==> config.mk <==
export PLATFORM = sky130hd
export DESIGN_NAME = time_set_ctrl
export DESIGN_NICKNAME = d
export VERILOG_FILES = /design/src/rtl/time_set_ctrl.sv
export SDC_FILE = /design/constraint.sdc
export NUM_CORES = 1
export LEC_CHECK = 0
export BUFFER_PORTS_ARGS = -buffer_cell sky130_fd_sc_hd__buf_2
export CORE_UTILIZATION = 50
export CTS_BUF_LIST = sky130_fd_sc_hd__clkbuf_4 sky130_fd_sc_hd__clkbuf_8
export DETAILED_ROUTE_END_ITERATION = 6
export GPL_TIMING_DRIVEN = 0
export PLACE_DENSITY = 0.7
export SYNTH_ARGS = -nofsm -noshare
export SYNTH_HDL_FRONTEND = slang
export SYNTH_SLANG_ARGS = --single-unit
==> constraint.sdc <==
create_clock -name clk -period 2.46 [get_ports clk]
set_clock_uncertainty 0.05 [all_clocks]
set_input_delay 0.615 -clock clk [delete_from_list [all_inputs] [get_ports clk]]
set_output_delay 0.615 -clock clk [all_outputs]
set_load 0.01 [all_outputs]
==> src/rtl/time_set_ctrl.sv <==
// time_set_ctrl: pushbutton front end for the alarm clock core.
// Synchronizes and debounces five raw buttons, walks the user through BCD
// hour then minute entry, and issues a LOAD_CYCLES-long load strobe to
// either the time counter or the alarm register.
// Optional build macro: AUTO_REPEAT_EN (held inc auto-repeats while editing).
//
// state  | meaning
// IDLE   | waiting for set (edit time) or mode (edit alarm)
// EDIT_H | inc steps the hour field, set advances, mode aborts
// EDIT_M | inc steps the minute field, set commits, mode aborts
// LOAD   | strobe LD_time or LD_alarm for LOAD_CYCLES cycles
module time_set_ctrl #(
  parameter int DEBOUNCE_CYCLES = 16,
  parameter int LOAD_CYCLES     = 2,
  parameter int REPEAT_DELAY    = 64,
  parameter int REPEAT_PERIOD   = 16
) (
  input  logic       clk,
  input  logic       reset,
  input  logic       btn_set,
  input  logic       btn_mode,
  input  logic       btn_inc,
  input  logic       btn_alm,
  input  logic       btn_stop,
  output logic [1:0] H_in1,
  output logic [3:0] H_in0,
  output logic [3:0] M_in1,
  output logic [3:0] M_in0,
  output logic       LD_time,
  output logic       LD_alarm,
  output logic       AL_ON,
  output logic       STOP_al,
  output logic [1:0] edit_state
);

  localparam int NB = 5;
  localparam int DW = (DEBOUNCE_CYCLES > 1) ? $clog2(DEBOUNCE_CYCLES) : 1;
  localparam int LW = (LOAD_CYCLES > 1) ? $clog2(LOAD_CYCLES) : 1;
  localparam logic [DW-1:0] DB_RELOAD = DW'(DEBOUNCE_CYCLES - 1);
  localparam logic [LW-1:0] LD_RELOAD = LW'(LOAD_CYCLES - 1);

  typedef enum logic [1:0] {
    IDLE   = 2'b00,
    EDIT_H = 2'b01,
    EDIT_M = 2'b10,
    LOAD   = 2'b11
  } state_t;

  // Bit order: 0 set, 1 mode, 2 inc, 3 alm, 4 stop.
  logic [NB-1:0] raw, sync_a, sync_b, db;
  logic [3:0]    db_q, press;
  logic [DW-1:0] db_cnt [NB];

  state_t        state, state_next;
  logic          tgt_alarm, tgt_next;
  logic [LW-1:0] load_cnt;
  logic          load_go, hr_step, mn_step, inc_evt, al_on;

  assign raw = {btn_stop, btn_alm, btn_inc, btn_mode, btn_set};

  // Two-flop synchronizers on the raw buttons.
  always_ff @(posedge clk or negedge reset) begin
    if (!reset) begin
      sync_a <= '0;
      sync_b <= '0;
    end else begin
      sync_a <= raw;
      sync_b <= sync_a;
    end
  end

  // Debounce: down-counter reloads whenever the synchronized level matches
  // the accepted level; a mismatch held for DEBOUNCE_CYCLES samples is accepted.
  always_ff @(posedge clk or negedge reset) begin
    if (!reset) begin
      for (int i = 0; i < NB; i++) db_cnt[i] <= DB_RELOAD;
      db   <= '0;
      db_q <= '0;
    end else begin
      db_q <= db[3:0];
      for (int i = 0; i < NB; i++) begin
        if (sync_b[i] == db[i]) begin
          db_cnt[i] <= DB_RELOAD;
        end else if (db_cnt[i] == '0) begin
          db[i]     <= sync_b[i];
          db_cnt[i] <= DB_RELOAD;
        end else begin
          db_cnt[i] <= db_cnt[i] - 1'b1;
        end
      end
    end
  end

  assign press = db[3:0] & ~db_q;

`ifdef AUTO_REPEAT_EN
  localparam int RMAX = (REPEAT_DELAY > REPEAT_PERIOD) ? REPEAT_DELAY : REPEAT_PERIOD;
  localparam int RW   = (RMAX > 1) ? $clog2(RMAX) : 1;
  logic [RW-1:0] rpt_cnt;
  logic          rpt_arm, rpt_fire, in_edit;

  assign in_edit  = (state == EDIT_H) || (state == EDIT_M);
  assign rpt_fire = rpt_arm && (rpt_cnt == '0);
  assign inc_evt  = press[2] | rpt_fire;

  // Auto-repeat timer: armed by an inc press, first fire after REPEAT_DELAY,
  // then every REPEAT_PERIOD; dropped on release or any state change.
  always_ff @(posedge clk or negedge reset) begin
    if (!reset) begin
      rpt_arm <= 1'b0;
      rpt_cnt <= '0;
    end else if (!db[2] || !in_edit || (state_next != state)) begin
      rpt_arm <= 1'b0;
      rpt_cnt <= '0;
    end else if (press[2]) begin
      rpt_arm <= 1'b1;
      rpt_cnt <= RW'(REPEAT_DELAY - 1);
    end else if (rpt_fire) begin
      rpt_cnt <= RW'(REPEAT_PERIOD - 1);
    end else if (rpt_arm) begin
      rpt_cnt <= rpt_cnt - 1'b1;
    end
  end
`else
  assign inc_evt = press[2];
`endif

  // Alarm enable toggles on every alm press regardless of edit state.
  always_ff @(posedge clk or negedge reset) begin
    if (!reset) al_on <= 1'b0;
    else if (press[3]) al_on <= ~al_on;
  end

  // FSM state, load target and strobe length counter.
  always_ff @(posedge clk or negedge reset) begin
    if (!reset) begin
      state     <= IDLE;
      tgt_alarm <= 1'b0;
      load_cnt  <= '0;
    end else begin
      state     <= state_next;
      tgt_alarm <= tgt_next;
      if (load_go) load_cnt <= LD_RELOAD;
      else if ((state == LOAD) && (load_cnt != '0)) load_cnt <= load_cnt - 1'b1;
    end
  end

  // Next-state decode; set beats mode beats inc within one cycle.
  always_comb begin
    state_next = state;
    tgt_next   = tgt_alarm;
    load_go    = 1'b0;
    hr_step    = 1'b0;
    mn_step    = 1'b0;
    case (state)
      IDLE: begin
        if (press[0]) begin
          state_next = EDIT_H;
          tgt_next   = 1'b0;
        end else if (press[1]) begin
          state_next = EDIT_H;
          tgt_next   = 1'b1;
        end
      end
      EDIT_H: begin
        if (press[0])      state_next = EDIT_M;
        else if (press[1]) state_next = IDLE;
        else if (inc_evt)  hr_step = 1'b1;
      end
      EDIT_M: begin
        if (press[0]) begin
          state_next = LOAD;
          load_go    = 1'b1;
        end else if (press[1]) begin
          state_next = IDLE;
        end else if (inc_evt) begin
          mn_step = 1'b1;
        end
      end
      LOAD: begin
        if (load_cnt == '0) state_next = IDLE;
      end
      default: state_next = IDLE;
    endcase
  end

  // BCD digit registers; hour wraps 23->00, minute wraps 59->00 with no carry.
  always_ff @(posedge clk or negedge reset) begin
    if (!reset) begin
      H_in1 <= '0;
      H_in0 <= '0;
      M_in1 <= '0;
      M_in0 <= '0;
    end else begin
      if (hr_step) begin
        if ((H_in1 == 2'd2) && (H_in0 == 4'd3)) begin
          H_in1 <= '0;
          H_in0 <= '0;
        end else if (H_in0 == 4'd9) begin
          H_in1 <= H_in1 + 2'd1;
          H_in0 <= '0;
        end else begin
          H_in0 <= H_in0 + 4'd1;
        end
      end
      if (mn_step) begin
        if (M_in0 == 4'd9) begin
          M_in0 <= '0;
          M_in1 <= (M_in1 == 4'd5) ? 4'd0 : M_in1 + 4'd1;
        end else begin
          M_in0 <= M_in0 + 4'd1;
        end
      end
    end
  end

  assign LD_time    = (state == LOAD) && !tgt_alarm;
  assign LD_alarm   = (state == LOAD) && tgt_alarm;
  assign AL_ON      = al_on;
  assign STOP_al    = db[4];
  assign edit_state = state;

endmodule
==> results of run 1 <==
## layer usage
layer | vias up | part of all wire
met5 | - | 0
met4 | 0 | 0.024
met3 | 10 | 0.024
met2 | 22 | 0.49
met1 | 773 | 0.47
li1 | 824 | -
## cells by family after synthesis
family | count (synthesis)
AO/OA/AOI/OAI | 38
buffers and inverters | 21
adder cells (fa/ha/maj) | 7
XOR/XNOR | 15
multiplexers | 7
AND/OR/NAND/NOR | 73
flip-flops | 58
## power by group through the flow
stage	clock, uW	combinational [uW]	sequential [uW]
finish	844	80.0	1020
global route	905	96.0	1030
CTS	868	83.1	1020
detailed placement	0	82.7	1040
global placement	0	80.3	1040
floorplan	0	49.3	1030
## registers in the layout, indices dropped and copies added, names as in the netlist
register    cells
tgt_alarm       1
db_q            4
H_in0           4
db_cnt         20
H_in1           2
db              5
edit_state      2
M_in1           4
load_cnt        1
sync_b          5
sync_a          5
M_in0           4
AL_ON           1
## synth_stat cells (all sizes together)
library cell	n
a211oi	1
a21boi	1
a21o	2
a21oi	13
a22o	1
and3	1
and4	1
and4bb	2
buf	2
dfrtp	38
dfstp	20
ha	7
inv	19
mux2	7
nand2	24
nand2b	5
nand3	8
nand4	2
nand4bb	1
nor2	13
nor2b	2
nor3	2
nor3b	3
nor4	1
nor4b	4
o21ai	10
o21bai	4
o221ai	1
o22ai	1
o311ai	1
o31ai	2
o41ai	1
or2	1
or2b	1
or3	2
xnor2	10
xor2	5
## layout make-up
type / count / area share
Sequential cell: 58 / 0.5056
Multi-Input combinational cell: 140 / 0.3239
Timing Repair Buffer: 26 / 0.04542
Clock buffer: 9 / 0.04242
Tap cell: 67 / 0.02871
Inverter: 19 / 0.02442
Clock inverter: 7 / 0.02399
Buffer: 2 / 0.005570
## through the flow
stage | setup WS, ps | cell area (sq um) | std cells
after detailed placement | 659.9 | 2724 | 312
after floorplan | 719.0 | 2510 | 219
after global placement | 647.2 | 2724 | 312
after global routing | 469.9 | 2920 | 328
after CTS | 541.6 | 2918 | 328
final | 559.5 | 2920 | 328
## critical path, cell delays in order (launching register included)
cell and delay [ps]:
dfrtp_1 380, buf_2 170, and3_2 210, buf_2 140
## path summary, 6_finish.rpt
check                       endpoint  slack (ps)  cells after the start
max in group asynchronous  sync_a[3]        1630                      1
setup / recovery            LD_alarm         560                      3
min in group clk           sync_b[3]         290                      0
hold / removal             sync_a[1]         270                      1
hold reg to reg            sync_b[3]         290                      0
setup reg to reg            M_in1[1]         690                      4
==> impl_metrics.toml, run 1 <==
[outcome]
status = "finished, final reports clean"

[routing]
num_vias = 1629
drtAntennaViolNets = 0
drt_iter0_markers = 65
dr.pass1.iters = 4
via_per_inst = 4.966
wl_per_cell_um = 11.83
drc = 0
drt-total-wl_um = 3881

[final_layout]
regArea_sq_um = 1476
layout.nets = 270
final_common_cell = "dfrtp_1"
drive_gt1_frac = 0.2989
syn_to_final_growth_pct = 16.35
final_util = 0.6102
multi_input_area_sq_um = 945.9
diodes = 0
mostFrequentLayoutCells = "dfrtp_1 (38), buf_2 (26), nand2_1 (24)"
nFillCells = 405

[pwr]
p_seq_frac = 0.525
p_leak_uw = 0.001423
switchingPower_uw = 451.3
finalPower_uw = 1947
ir_drop_uv = 558.2
power_density_nw_per_um2 = 666.8
power_frac_clock = 0.433
internal_power_uw = 1496
p_comb_frac = 0.041
p_sw_frac = 0.2317

[cts]
cts_sinks = 58
post_cts_buffers = 0
numCtsBuffers = 9
root_buffer = "clkbuf_8"
clk_pin_slew_worst_paths_ps = 70
insertion_delay_ps = 330
cts_tree = "done"
clk_path_buf_depth = 2
postCtsHoldBufs = 0
postCtsResizedCells = 0
htree_levels = 3

[timing]
slew_viol_final = 0
tns_ps = 0
fmax_mhz = 526.2
worst_slew_pin_slew_ps = 687.3
finalHoldViolCount = 0
min_period_over_period = 0.7725
finalSetupViolCount = 0
hold_slack_ps = 274.9
rsz0062_at_grt = "false"
period_needed_ps = 1900
slew_headroom = 0.5418

[global_routing]
grt_pass1_wl_um = 6775
grt_max_degree = 59
antenna_found_initial = 0
grt-ovfl-total = 0
grt_util_met2 = 0.2690
grt_usage = 0.1748
grt_pass1_vias = 1543
met1_usage = 0.2177
use_met3 = 0.04558
busiest_layer = "met2"

[synthesis]
synthAdderAreaFrac = 0.03490
synth_top_family_by_area = "simple AND/OR/NAND/NOR gates"
syn_avg_cell_area_sq_um = 11.46
synth_top_area_frac = 0.3789
synth_xor_xnor_area_share = 0.05234
synth-seq-area-share = 0.5882
synth_compound_area_frac = 0.09222
syn-num-nets = 233
synth_area_leaders = "dfrtp_1 (38%), dfstp_2 (21%), nand2_1 (3.6%)"
synth_top_cell_by_area = "dfrtp_1"
synth-warning-count = 0
synth.mux.area_fraction = 0.03290
syn_inst = 219
synth-seq-cells = 58
synthSimpleGateAreaFrac = 0.1645
yosys.cell_types.count = 42
synthesis.area_sq_um = 2510

[setup_path]
cp-end-kind = "primary output"
startpoint_type = "register"
r2r-start = "M_in0[2]"
cp.required_ps = 1790
worst-path-max-fanout = 10
path_class = "register to primary output"
crit_arrival_ps = 1240
startpoint = "edit_state[0]"

[placement]
dp.final_hpwl_um = 2638
place_congestion = 0.7772
port_buffers = 26

[die]
die_width_um = 72.85
dieArea_sq_um = 5307
start_util = 0.5244
dieHeight_um = 72.85
coreArea_sq_um = 4786
rows = 25
pin_count = 27

[min_path]
hold_path_class = "input port to async pin"

[job]
drv_cap = 0
No activity file was read; power rests on OpenSTA's default activity.
==> run 2: changes to the inputs <==
Settings changed: PLACE_DENSITY 0.7 to 0.72.
Clock period 2.46 ns to 1.6 ns, I/O delays scaled along.
==> run 2 against run 1 <==
- the flow now finishes with violations (negative setup slack)
- via count rose by 5.1%
- count of clock-buffer cells in the layout up 4
- sequential share of layout area fell by 3.6 points
- global-route usage shrank 0.15 points
- register-to-register slack worse by 740 ps
- sequential power increased by 54%
- combinational power rose by 62%
- worst setup slack worse by 600 ps
- first-iteration DRC count rose by 22%
- flip-flop and latch count unchanged
- utilization rose by 4.7 points
- critical endpoint is now M_in1[1]
- largest cell class unchanged
==> impl_metrics.toml, run 2 (synthesis gave the netlist of run 1 again) <==
[timing]
rsz0062_at_grt = "true"
slew_viol_final = 0
post-route-worst-setup-slack_ps = -45.06
slew_headroom = 0.5391
min_period_over_period = 1.028
finalSetupViolCount = 1
fmax_mhz = 607.9
period_needed_ps = 1645
worst_slew_pin_slew_ps = 691.4
finalHoldViolCount = 0

[final_layout]
fin_area_sq_um = 3144
layout.nets = 288
final_cells = 346
nFillCells = 389
diodes = 0
syn_to_final_growth_pct = 25.27
largest_reg_flops = 20
mostFrequentLayoutCells = "dfrtp_1 (38), buf_2 (24), nand2_1 (23)"
drive_gt1_frac = 0.3871
regMostFlops = "db_cnt"
final_common_cell = "dfrtp_1"

[pwr]
p_leak_uw = 0.001527
finalPower_uw = 3033
power_density_nw_per_um2 = 964.7
ir_drop_uv = 654.2

[setup_path]
path_class = "register to register"
cp-end-kind = "register"
r2r-start = "M_in0[2]"
r2r_cells = 4
startpoint = "M_in0[2]"
worst-path-max-fanout = 4
crit_arrival_ps = 1800
startpoint_type = "register"
cp.required_ps = 1760

[routing]
dr_wl_met2_um = 2035
wl_met1_um = 1975
wl_per_cell_um = 12.12
drc = 0
via_per_inst = 4.948
num_vias = 1712
drtAntennaViolNets = 0
drt_iter0_markers = 79
dr_wl_met3_um = 145
dr.pass1.iters = 4
drt-total-wl_um = 4192
maxUsedRoutingLayer = "met4"

[global_routing]
grt_pass1_wl_um = 6803
grt-ovfl-total = 0
antenna_found_initial = 0
grt_pass1_vias = 1542
grt_max_degree = 59
grt_usage = 0.1733

[placement]
port_buffers = 26
dpl.cell_count = 312
dp_slack_ps = -143.2
place_congestion = 0.7283
dp.final_hpwl_um = 2543
place_area_sq_um = 2739

[min_path]
hold_path_class = "input port to async pin"

[job]
drv_cap = 0

[cts]
htree_levels = 3
insertion_delay_ps = 320
clk_pin_slew_worst_paths_ps = 60
clk_path_buf_depth = 2
root_buffer = "clkbuf_8"
numCtsBuffers = 9
cts_sinks = 58
cts_tree = "done"

[die]
start_util = 0.5244
dieArea_sq_um = 5307
coreArea_sq_um = 4786
rows = 25
die_width_um = 72.85
dieHeight_um = 72.85
pin_count = 27

[outcome]
status = "complete, but fails checks"
violations = "negative setup slack"
[run 2: cell types whose count changed in the layout (fill, tap and decap cells not counted), moves of 2 or more]
| cell | before | now |
|---|---|---|
| buf_2 | 26 | 24 |
| buf_4 | 1 | 19 |
| buf_6 | 1 | 3 |
| clkbuf_4 | 0 | 3 |
| clkinv_4 | 2 | 0 |
| nand2b_1 | 5 | 2 |
| nand2b_2 | 0 | 2 |
| nand3_1 | 8 | 6 |
[run 2: final cells by class]
type | count | area (sq um) | share of cell area
clock buffers | 13 | 160.2 | 0.05094
clock inverters | 3 | 40.04 | 0.01273
inverters | 19 | 71.32 | 0.02268
well taps | 67 | 83.83 | 0.02666
multi-input cells | 140 | 1016 | 0.3231
flip-flops and latches | 58 | 1476 | 0.4696
repair buffers | 44 | 274.0 | 0.08715
plain buffers | 2 | 22.52 | 0.007163
[run 2: path summary, 6_finish.rpt]
kind                                   to  slack (ps)
worst max-delay path             M_in1[1]         -50
worst min register to register  sync_b[4]         300
worst max register to register   M_in1[1]         -50
worst min-delay path             M_in1[2]          60
min in group clk                sync_a[2]         130
max in group asynchronous         db_q[0]         960
[run 2: repair_timing]
| action | CTS | global route |
|---|---|---|
| pin swaps | 4 | 8 |
| buffers inserted | 7 | 11 |
| hold buffers | 0 | 0 |
| resized for setup | 8 | 8 |
| endpoints found under the setup margin | 6 | 8 |
[run 2: worst max-delay path, cell delays in order, from the launching register on]
cell and delay [ps]:
dfrtp_1 410, nand2b_4 160, or2_4 250, or3_4 370, mux2_4 300
[run 2: where the power goes]
group / internal, uW / total [uW] / switching [uW]
sequential: 1540 / 1570 / 35.7
clock: 809 / 1330 / 519
combinational: 52.7 / 130 / 77.5
total: 2400 / 3030 / 633
[run 2: metal layers]
layer / global-route usage / up-vias
met5: 0 / -
met4: 0.07843 / 0
met3: 0.05939 / 4
met2: 0.2648 / 27
met1: 0.2239 / 820
li1: - / 861
[run 2: stage by stage]
stage	setup TNS (ps)	hold WS (ps)	util
floorplan	-118.7	54.41	-
global placement	-570.8	281.3	0.5723
detailed placement	-371.0	284.7	0.5723
CTS	-177.6	107.0	0.6311
global route	-236.9	105.2	0.6570
finish	-45.06	60.61	0.6570
==> run 3: changes to the inputs <==
Settings changed: CAP_MARGIN set to 20, PLACE_DENSITY 0.72 to 0.7.
Clock period 1.6 ns to 1.8 ns, I/O delays scaled along.
==> run 3 against run 2 <==
- the flow now finishes without violations
- count of clock-buffer cells in the layout unchanged
- clock power decreased by 9%
- non-clock buffer count decreased by 15
- global-route usage increased by 0.26 points
- sequential power decreased by 11%
- routed wire length decreased by 5.7%
- register-to-register slack improved by 100 ps
- largest cell class unchanged
==> impl_metrics.toml, run 3 (synthesis gave the netlist of run 1 again) <==
[setup_path]
slowest_stage = "dfrtp_1"
startpoint_type = "register"
worst-path-max-fanout = 4
crit_arrival_ps = 1910
r2r-start = "M_in0[2]"
startpoint = "M_in0[2]"
cp_cell_sequence = "nand2b_1 -> or2_2 -> or3_4 -> mux2_4"
cp-end-kind = "register"
path_class = "register to register"
slowest_delay_ps = 400
cp.required_ps = 1960

[timing]
min_period_over_period = 0.9688
hold_slack_ps = 94.34
slew_headroom = 0.5805
finalHoldViolCount = 0
period_needed_ps = 1744
finalSetupViolCount = 0
fmax_mhz = 573.4
slew_viol_final = 0
worst_slew_pin_slew_ps = 629.3
tns_ps = 0

[placement]
dp.final_hpwl_um = 2764
place_area_sq_um = 2744
port_buffers = 26
place_congestion = 0.7772

[die]
die_width_um = 72.85
coreArea_sq_um = 4786
rows = 25
start_util = 0.5244
dieHeight_um = 72.85
pin_count = 27
dieArea_sq_um = 5307

[routing]
dr_wl_met2_um = 1940
drt-total-wl_um = 3951
drt_iter0_markers = 62
drtAntennaViolNets = 0
drc = 0
dr_wl_met3_um = 97
maxUsedRoutingLayer = "met4"
num_vias = 1670
wl_per_cell_um = 11.94
wl_met1_um = 1838
dr.pass1.iters = 4
via_per_inst = 5.045

[final_layout]
largest_reg_flops = 20
mostFrequentLayoutCells = "dfrtp_1 (38), buf_2 (27), nand2_1 (24)"
regMostFlops = "db_cnt"
drive_gt1_frac = 0.3144
final_util = 0.6214
layout.nets = 273
diodes = 0
fin_area_sq_um = 2974
syn_to_final_growth_pct = 18.49
final_common_cell = "dfrtp_1"

[pwr]
power_density_nw_per_um2 = 914.7
p_leak_uw = 0.001454
ir_drop_uv = 589.1
finalPower_uw = 2720

[cts]
clk_pin_slew_worst_paths_ps = 70
cts_tree = "done"
cts_sinks = 58
insertion_delay_ps = 330
numCtsBuffers = 9
clk_path_buf_depth = 2
htree_levels = 3
root_buffer = "clkbuf_8"

[global_routing]
grt_usage = 0.1759
grt_pass1_vias = 1576
grt_pass1_wl_um = 6865
grt_max_degree = 32
antenna_found_initial = 0
grt-ovfl-total = 0

[job]
drv_cap = 0

[min_path]
hold_path_class = "input port to async pin"

[outcome]
status = "finished, final reports clean"
[run 3: changes by cell type in the layout (fill, tap and decap cells not counted), moves of 2 or more]
cell,before,now
buf_4,19,2
buf_2,24,27
nand2b_1,2,5
buf_6,3,1
nand2b_2,2,0
[run 3: metrics by stage]
step / setup slack [ps] / instances
detailed placement: 40.96 / 313
global placement: 63.35 / 312
floorplan: 59.04 / 219
finish: 56.16 / 331
global route: -2.685 / 331
CTS: 34.24 / 329
[run 3: final timing paths]
| check | endpoint | slack, ps | cells after the start |
|---|---|---|---|
| setup / recovery | M_in1[1] | 60 | 4 |
| hold / removal | H_in0[2] | 90 | 1 |
| setup reg to reg | M_in1[1] | 60 | 4 |
| hold reg to reg | sync_b[3] | 290 | 0 |
| max in group asynchronous | db_cnt[11] | 960 | 2 |
| min in group clk | sync_a[0] | 180 | 1 |
[run 3: power by group]
| group | switching, uW | internal, uW |
|---|---|---|
| clock | 465 | 741 |
| combinational | 68.2 | 46.4 |
| sequential | 31.8 | 1370 |
[run 3: final cells by class]
type                            instances  area (sq um)
Buffer                                  2         16.27
Clock buffer                           13         166.4
Clock inverter                          3         40.04
Fill cell                             389          1812
Inverter                               19         71.32
Multi-Input combinational cell        140         954.7
Sequential cell                        58          1476
Tap cell                               67         83.83
Timing Repair Buffer                   29         165.2
[run 3: critical path: cells and delay by family (launching register included)]
| family | cells | cell delay (ps) |
|---|---|---|
| and+or+nand+nor | 3 | 890 |
| DFF | 1 | 400 |
| muxes | 1 | 300 |
[run 3: layer usage]
layer,global-route usage,vias to the layer above
met5,0,-
met4,0.1046,0
met3,0.04972,6
met2,0.2783,20
met1,0.2155,810
li1,-,834
[run 3: repair_timing]
item,4_1_cts,5_1_grt
hold buffers,0,0
buffers inserted,0,2
gates resized for setup,0,2
endpoints found under the setup margin,0,3
